`config.mk`:
```
export PLATFORM = sky130hd
export DESIGN_NAME = mmio_clint
export DESIGN_NICKNAME = d
export VERILOG_FILES = /design/src/rtl/mmio_clint.sv
export SDC_FILE = /design/constraint.sdc
export NUM_CORES = 1
export LEC_CHECK = 0
export BUFFER_PORTS_ARGS = -buffer_cell sky130_fd_sc_hd__buf_4
export CORE_ASPECT_RATIO = 1.5
export CORE_UTILIZATION = 39
export CTS_CLUSTER_SIZE = 28
export DETAILED_ROUTE_END_ITERATION = 10
export GPL_TIMING_DRIVEN = 0
export HOLD_SLACK_MARGIN = 0.12
export PLACE_DENSITY = 0.63
export REMOVE_ABC_BUFFERS = 1
export SYNTH_ARGS = -nofsm -noshare
export SYNTH_HDL_FRONTEND = slang
export SYNTH_SLANG_ARGS = --single-unit
```
`constraint.sdc`:
```
create_clock -name i_clk -period 5.1 [get_ports i_clk]
set_input_delay 1.02 -clock i_clk [delete_from_list [all_inputs] [get_ports i_clk]]
set_output_delay 1.02 -clock i_clk [all_outputs]
set_load 0.01 [all_outputs]
```
`src/rtl/mmio_clint.sv`:
```
// ---------------------------------------------------------------------------
// mmio_clint
//
// CLINT-style timer / software-interrupt block on the data-side MMIO bus.
// A shared 64-bit mtime counter advances by TIMER_INCREMENT on every
// prescaler tick.  Each hart owns one 64-bit mtimecmp and one msip bit.
// Reading MTIME_LO captures the matching high word into a shadow register,
// which is read back through MTIME_HI_SNAP for a tear-free 64-bit read.
// All writes honour the per-byte write enables.
//
// Register window (byte offsets from BASE_ADDR, 4 KiB):
//   0x000 MTIME_LO       0x004 MTIME_HI      0x008 MTIME_HI_SNAP (RO)
//   0x00C CTRL           bit0 EN (reset 1), bits[31:16] DIV (reset 0)
//   0x100+8h MTIMECMP_LO[h]   0x104+8h MTIMECMP_HI[h]
//   0x200+4h MSIP[h]     bit0 only
//   Anything else reads 0 and ignores writes, but still reports a hit.
//
// Ports:
//   i_clk          clock
//   i_rst_n        synchronous active-low reset
//   i_addr         byte address (bits [1:0] ignored)
//   i_wr_data      write data
//   i_byte_wr_en   per-byte write enables, any bit set makes a write
//   i_rd_en        read strobe
//   o_rd_data      registered read data (0 when the previous cycle did not read)
//   o_hit          registered: previous-cycle access fell inside the window
//   o_mtip         per-hart timer interrupt pending (registered compare)
//   o_msip         per-hart software interrupt pending
//   o_mtime        current mtime for the time/timeh CSR view
// ---------------------------------------------------------------------------
module mmio_clint #(
    parameter logic [31:0] BASE_ADDR       = 32'h4000_0100,
    parameter int          NUM_HARTS       = 1,
    parameter logic [63:0] TIMER_INCREMENT = 64'd1
) (
    input  logic                 i_clk,
    input  logic                 i_rst_n,
    input  logic [31:0]          i_addr,
    input  logic [31:0]          i_wr_data,
    input  logic [3:0]           i_byte_wr_en,
    input  logic                 i_rd_en,
    output logic [31:0]          o_rd_data,
    output logic                 o_hit,
    output logic [NUM_HARTS-1:0] o_mtip,
    output logic [NUM_HARTS-1:0] o_msip,
    output logic [63:0]          o_mtime
);

    // Replace the byte lanes of old_word selected by be with new_word.
    function automatic logic [31:0] merge_bytes(input logic [31:0] old_word,
                                                input logic [31:0] new_word,
                                                input logic [3:0]  be);
        logic [31:0] res;
        res = old_word;
        for (int i = 0; i < 4; i++) begin
            if (be[i]) begin
                res[8*i +: 8] = new_word[8*i +: 8];
            end
        end
        return res;
    endfunction

    // -----------------------------------------------------------------------
    // Address decode
    // -----------------------------------------------------------------------
    logic        in_win;
    logic        wr;
    logic        rd;
    logic [11:0] off;
    logic        sel_lo, sel_hi, sel_snap, sel_ctrl, sel_cmp, sel_msip;
    logic [4:0]  cmp_idx;
    logic        cmp_word_hi;
    logic [5:0]  msip_idx;

    // Low 12 bits of BASE_ADDR are masked so the window is always 4 KiB aligned.
    assign in_win      = ((i_addr & ~32'hFFF) == (BASE_ADDR & ~32'hFFF));
    assign off         = {i_addr[11:2], 2'b00};
    assign wr          = in_win && (i_byte_wr_en != 4'b0000);
    assign rd          = in_win && i_rd_en;

    assign sel_lo      = (off == 12'h000);
    assign sel_hi      = (off == 12'h004);
    assign sel_snap    = (off == 12'h008);
    assign sel_ctrl    = (off == 12'h00C);
    assign sel_cmp     = (off[11:8] == 4'h1);
    assign sel_msip    = (off[11:8] == 4'h2);
    assign cmp_idx     = off[7:3];
    assign cmp_word_hi = off[2];
    assign msip_idx    = off[7:2];

    // -----------------------------------------------------------------------
    // Shared state
    // -----------------------------------------------------------------------
    logic [63:0] mtime_reg, mtime_next;
    logic [31:0] shadow_reg;
    logic        en_reg;
    logic [15:0] div_reg;
    logic [15:0] pcnt_reg, pcnt_next;
    logic [31:0] rd_data_reg, rd_mux;
    logic        hit_reg;
    logic        tick;
    logic        ctrl_we;

    logic [63:0]          cmp_all [NUM_HARTS];
    logic [NUM_HARTS-1:0] msip_all;
    logic [NUM_HARTS-1:0] mtip_all;

    assign ctrl_we = wr && sel_ctrl;
    assign tick    = en_reg && (pcnt_reg == div_reg);

    // Prescaler: a CTRL write restarts the count; EN=0 freezes it.
    always_comb begin
        pcnt_next = pcnt_reg;
        if (ctrl_we) begin
            pcnt_next = 16'd0;
        end else if (en_reg) begin
            pcnt_next = tick ? 16'd0 : pcnt_reg + 16'd1;
        end
    end

    // A software write to either mtime word swallows that cycle's tick;
    // the untouched bytes keep their pre-write value.
    always_comb begin
        mtime_next = mtime_reg;
        if (wr && sel_lo) begin
            mtime_next[31:0] = merge_bytes(mtime_reg[31:0], i_wr_data, i_byte_wr_en);
        end else if (wr && sel_hi) begin
            mtime_next[63:32] = merge_bytes(mtime_reg[63:32], i_wr_data, i_byte_wr_en);
        end else if (tick) begin
            mtime_next = mtime_reg + TIMER_INCREMENT;
        end
    end

    // Read mux sees only pre-edge state, giving read-before-write behaviour.
    always_comb begin
        rd_mux = 32'd0;
        if (sel_lo) begin
            rd_mux = mtime_reg[31:0];
        end else if (sel_hi) begin
            rd_mux = mtime_reg[63:32];
        end else if (sel_snap) begin
            rd_mux = shadow_reg;
        end else if (sel_ctrl) begin
            rd_mux = {div_reg, 15'd0, en_reg};
        end else if (sel_cmp) begin
            for (int h = 0; h < NUM_HARTS; h++) begin
                if (cmp_idx == 5'(h)) begin
                    rd_mux = cmp_word_hi ? cmp_all[h][63:32] : cmp_all[h][31:0];
                end
            end
        end else if (sel_msip) begin
            for (int h = 0; h < NUM_HARTS; h++) begin
                if (msip_idx == 6'(h)) begin
                    rd_mux = {31'd0, msip_all[h]};
                end
            end
        end
    end

    always_ff @(posedge i_clk) begin
        if (!i_rst_n) begin
            mtime_reg   <= 64'd0;
            shadow_reg  <= 32'd0;
            en_reg      <= 1'b1;
            div_reg     <= 16'd0;
            pcnt_reg    <= 16'd0;
            rd_data_reg <= 32'd0;
            hit_reg     <= 1'b0;
        end else begin
            mtime_reg <= mtime_next;
            pcnt_reg  <= pcnt_next;
            if (ctrl_we) begin
                if (i_byte_wr_en[0]) en_reg        <= i_wr_data[0];
                if (i_byte_wr_en[2]) div_reg[7:0]  <= i_wr_data[23:16];
                if (i_byte_wr_en[3]) div_reg[15:8] <= i_wr_data[31:24];
            end
            // Snapshot the high word alongside a MTIME_LO read.
            if (rd && sel_lo) begin
                shadow_reg <= mtime_reg[63:32];
            end
            rd_data_reg <= rd ? rd_mux : 32'd0;
            hit_reg     <= rd || wr;
        end
    end

    // -----------------------------------------------------------------------
    // Per-hart compare, software interrupt and timer interrupt
    // -----------------------------------------------------------------------
    genvar gi;
    generate
        for (gi = 0; gi < NUM_HARTS; gi++) begin : g_hart
            logic [63:0] cmp_reg;
            logic        msip_reg;
            logic        mtip_reg;
            logic        cmp_sel;
            logic        msip_sel;

            assign cmp_sel  = wr && sel_cmp  && (cmp_idx  == 5'(gi));
            assign msip_sel = wr && sel_msip && (msip_idx == 6'(gi));

            always_ff @(posedge i_clk) begin
                if (!i_rst_n) begin
                    cmp_reg  <= '1;
                    msip_reg <= 1'b0;
                    mtip_reg <= 1'b0;
                end else begin
                    if (cmp_sel && !cmp_word_hi) begin
                        cmp_reg[31:0] <= merge_bytes(cmp_reg[31:0], i_wr_data, i_byte_wr_en);
                    end
                    if (cmp_sel && cmp_word_hi) begin
                        cmp_reg[63:32] <= merge_bytes(cmp_reg[63:32], i_wr_data, i_byte_wr_en);
                    end
                    if (msip_sel && i_byte_wr_en[0]) begin
                        msip_reg <= i_wr_data[0];
                    end
                    // Compare registered values, so a new mtime/mtimecmp shows
                    // up on o_mtip one edge after it lands.
                    mtip_reg <= (mtime_reg >= cmp_reg);
                end
            end

            assign cmp_all[gi]  = cmp_reg;
            assign msip_all[gi] = msip_reg;
            assign mtip_all[gi] = mtip_reg;
        end
    endgenerate

    assign o_rd_data = rd_data_reg;
    assign o_hit     = hit_reg;
    assign o_mtip    = mtip_all;
    assign o_msip    = msip_all;
    assign o_mtime   = mtime_reg;

endmodule

```
==> results.py <==
metrics = {
    "run_status": {
        "status": "completed",
    },
    "clock_tree": {
        "clock_latency_ps": 560,
        "cts_resized": 0,
        "postCtsSetupBuffers": 0,
        "cts_buffers": 25,
        "htree_num_levels": 1,
        "cts.sinks": 228,
        "postCtsHoldBufs": 0,
        "root_buffer": "clkbuf_16",
        "cts_tree": "yes",
        "clkTransAtPathRegs_ps": 60,
        "ctsLongestPathBuffers": 3,
    },
    "floorplanning": {
        "die-height_um": 222,
        "start_util_pct": 39.7,
        "die_w_um": 149,
        "coreArea_um2": 31800,
        "pin_count": 170,
        "die_area_um2": 33100,
        "rows": 80,
    },
    "drt": {
        "antenna_left": 0,
        "via_per_inst": 5.99,
        "wl_mm": 46.8,
        "drc": 0,
        "wl_per_cell_um": 21.3,
        "dr.pass1.iters": 7,
        "dr_total_vias": 13100,
        "drt_iter0_drc": 1341,
    },
    "yosys": {
        "synthAdderAreaFrac_pct": 6.54,
        "syn_area_um2": 12600,
        "synthMuxAreaShare_pct": 2.08,
        "synthArstFlopShare_pct": 0,
        "synth_top_area_cell": "dfxtp_1",
        "synth-xor-area-share_pct": 2.08,
        "synth-seq-cells": 228,
        "synth_ff_type": "dfxtp_1",
        "syn_inst": 1651,
        "synth-simple-area-share_pct": 26.0,
        "avgSynthCellArea_um2": 7.65,
        "yosysWarnings": 0,
        "synth_compound_area_share_pct": 21.6,
        "synth_top_family_by_area": "simple AND/OR/NAND/NOR gates",
        "ys_top_cells_by_area": "dfxtp_1 36%, nand2_1 9.0%, ha_1 6.5%",
        "yosysUniqueCellTypes": 70,
        "synth-edff-count": 0,
        "yosysTopAreaCellShare_pct": 36.1,
        "ys_seq_area_share_pct": 36.1,
    },
    "critical_path": {
        "r2r_slack_ps": 1580,
        "cp_max_fo": 16,
        "cp_num_buf_inv": 1,
        "crit_family": "simple AND/OR/NAND/NOR gates",
        "path_common_cell": "nand2_1",
        "crit_chain": "buf_4 -> nor4_1 -> nand2_1 -> nand4b_1 -> nor3b_2 -> nand2_1 -> nand2_1 -> nand3_1",
        "critical_path_class": "in -> reg",
        "worstRegToRegCells": 8,
        "worst_setup_path_start_kind": "primary input",
        "rr_startpoint": "o_mtime[0]",
        "worstPathArrival_ps": 5110,
        "r2r_end": "o_mtime[36]",
        "end_kind": "flip-flop",
        "worst_setup_path_startpoint": "i_addr[5]",
        "slowest_delay_ps": 1340,
        "critPathSlowestCell": "nor3b_2",
        "cp.required_ps": 5460,
    },
    "min_path": {
        "worst_hold_path.num_cells": 2,
        "hp-class": "reg -> reg",
        "min-delay-start": "shadow_reg[30]",
        "hold_end": "shadow_reg[30]",
    },
    "timing": {
        "timing.fmax_mhz": 210,
        "worst_pin_slew_ps": 1380,
        "post-route-min-period_ps": 4750,
        "timing.final.crit_share_pct": 93.2,
        "holdWs_ps": 448,
        "setup_viol_count_final": 0,
        "report.final.slew_viol_count": 0,
        "worst_slack_ps": 348,
        "hold_violations": 0,
        "rsz0062_at_grt": "false",
        "relSlewSlack_pct": 7.04,
        "skew_ps": 21.8,
    },
    "final_layout": {
        "antenna_cells": 0,
        "area_growth_pct": 19.7,
        "drive_gt1_share_pct": 15.2,
        "utilization_pct": 47.5,
        "multiInputGateArea_um2": 7410,
        "nFillCells": 3199,
        "ff_latch_area_um2": 4560,
        "fin_nets": 1902,
    },
    "placement": {
        "post-dp-hpwl_mm": 33.9,
        "pre_cts_ws_ps": -11.7,
        "place_congestion": 0.908,
        "io_buffers": 167,
    },
    "global_routing": {
        "grt_util_all_layers_pct": 28.1,
        "grt_first_pass_wirelength_mm": 72.3,
        "grt_pass1_vias": 12600,
        "antenna_found_initial": 0,
        "grt_max_degree": 92,
        "grt-ovfl-total": 0,
    },
    "power": {
        "p_leak_nw": 6.53,
        "ir_drop_uv": 238,
        "power.density_nw_per_um2": 250,
    },
    "job": {
        "max_cap_viol_count": 0,
    },
}
per-layer routing:
metal | vias to the layer above | GRT usage, % | routed length, um
met5 | - | 0 | 0
met4 | 0 | 17.5 | 2940
met3 | 166 | 3.29 | 2710
met2 | 536 | 49.8 | 23900
met1 | 6233 | 31.4 | 17200
li1 | 6193 | - | -
power by group:
part | switching (W) | leakage, nW | internal, W | total, W
Combinational | 0.000102 | 4.28 | 0.0000547 | 0.000157
Sequential | 0.00000476 | 1.84 | 0.00178 | 0.00179
Clock | 0.000783 | 0.407 | 0.00105 | 0.00183
layout make-up:
cell class	count	share of cell area, %
repair buffers	187	10.1
clock inverters	14	0.877
flip-flops and latches	228	30.2
inverters	79	1.98
multi-input cells	1244	49.0
well taps	410	3.39
clock buffers	31	4.48
worst max-delay path by stage:
stage	depth (start not counted)	slack [ps]	endpoint
floorplan	7	310	o_mtime[41]
global placement	6	-3010	o_rd_data[5]
CTS	8	550	cmp_all[55]
finish	8	350	cmp_all[48]
global route	8	230	cmp_all[50]
detailed placement	8	-10	cmp_all[55]
cells in the mapped netlist, types with 10 or more instances:
cell	number
nand2_1	304
dfxtp_1	228
a21oi_1	155
nand3_1	134
clkbuf_1	85
nor2_1	83
o21ai_0	81
inv_1	79
ha_1	66
nand4_1	48
o211ai_1	26
nor3_1	23
and3_1	22
a222oi_1	21
a22oi_1	20
xnor2_1	20
a21o_1	19
a211oi_1	16
mux2i_1	15
a31oi_1	14
nor4_1	13
o21a_1	12
and4_1	11
buf_2	11
a221oi_1	10
and2_1	10
mux2_2	10
o31ai_1	10
xor2_1	10
worst register-to-register path, stage by stage (launching register included):
cell and delay [ps]:
dfxtp_1 480, ha_1 340, nand3_1 190, nor2_1 600, and4_1 570, or4b_4 580
or4_1 420, a21oi_1 170, o21a_1 120
through the flow:
| stage | power, W | cells | setup TNS, ps | area, um2 |
|---|---|---|---|---|
| 2_1_floorplan | 0.00186 | 1551 | 0 | 12200 |
| 3_3_place_gp | 0.00198 | 2128 | -304850 | 14000 |
| 3_5_place_dp | 0.00198 | 2147 | -11.7 | 14300 |
| 4_1_cts | 0.00380 | 2192 | 0 | 15100 |
| 5_1_grt | 0.00389 | 2193 | 0 | 15100 |
| 6_report | 0.00377 | 2193 | 0 | 15100 |
cell usage in the layout, fill, tap and decap left out, drive strengths merged, types with 21 or more instances in the layout:
cell type  netlist  routed
a21oi          159     159
a222oi          21      21
and3            23      23
buf             15     187
clkbuf          85      31
dfxtp          228     228
ha              66      66
inv             79      81
nand2          306     306
nand3          134     134
nand4           48      48
nor2            83      83
nor3            24      24
o211ai          26      26
o21ai           81      81
kinds of logic after synthesis:
| kind of cell | after synthesis |
|---|---|
| AND/OR/NAND/NOR | 695 |
| XOR/XNOR | 30 |
| adder cells (fa/ha/maj) | 66 |
| buffers and inverters | 179 |
| multiplexers | 25 |
| flip-flops | 228 |
| AO/OA/AOI/OAI | 428 |
Power figures use the tool's default switching activity.
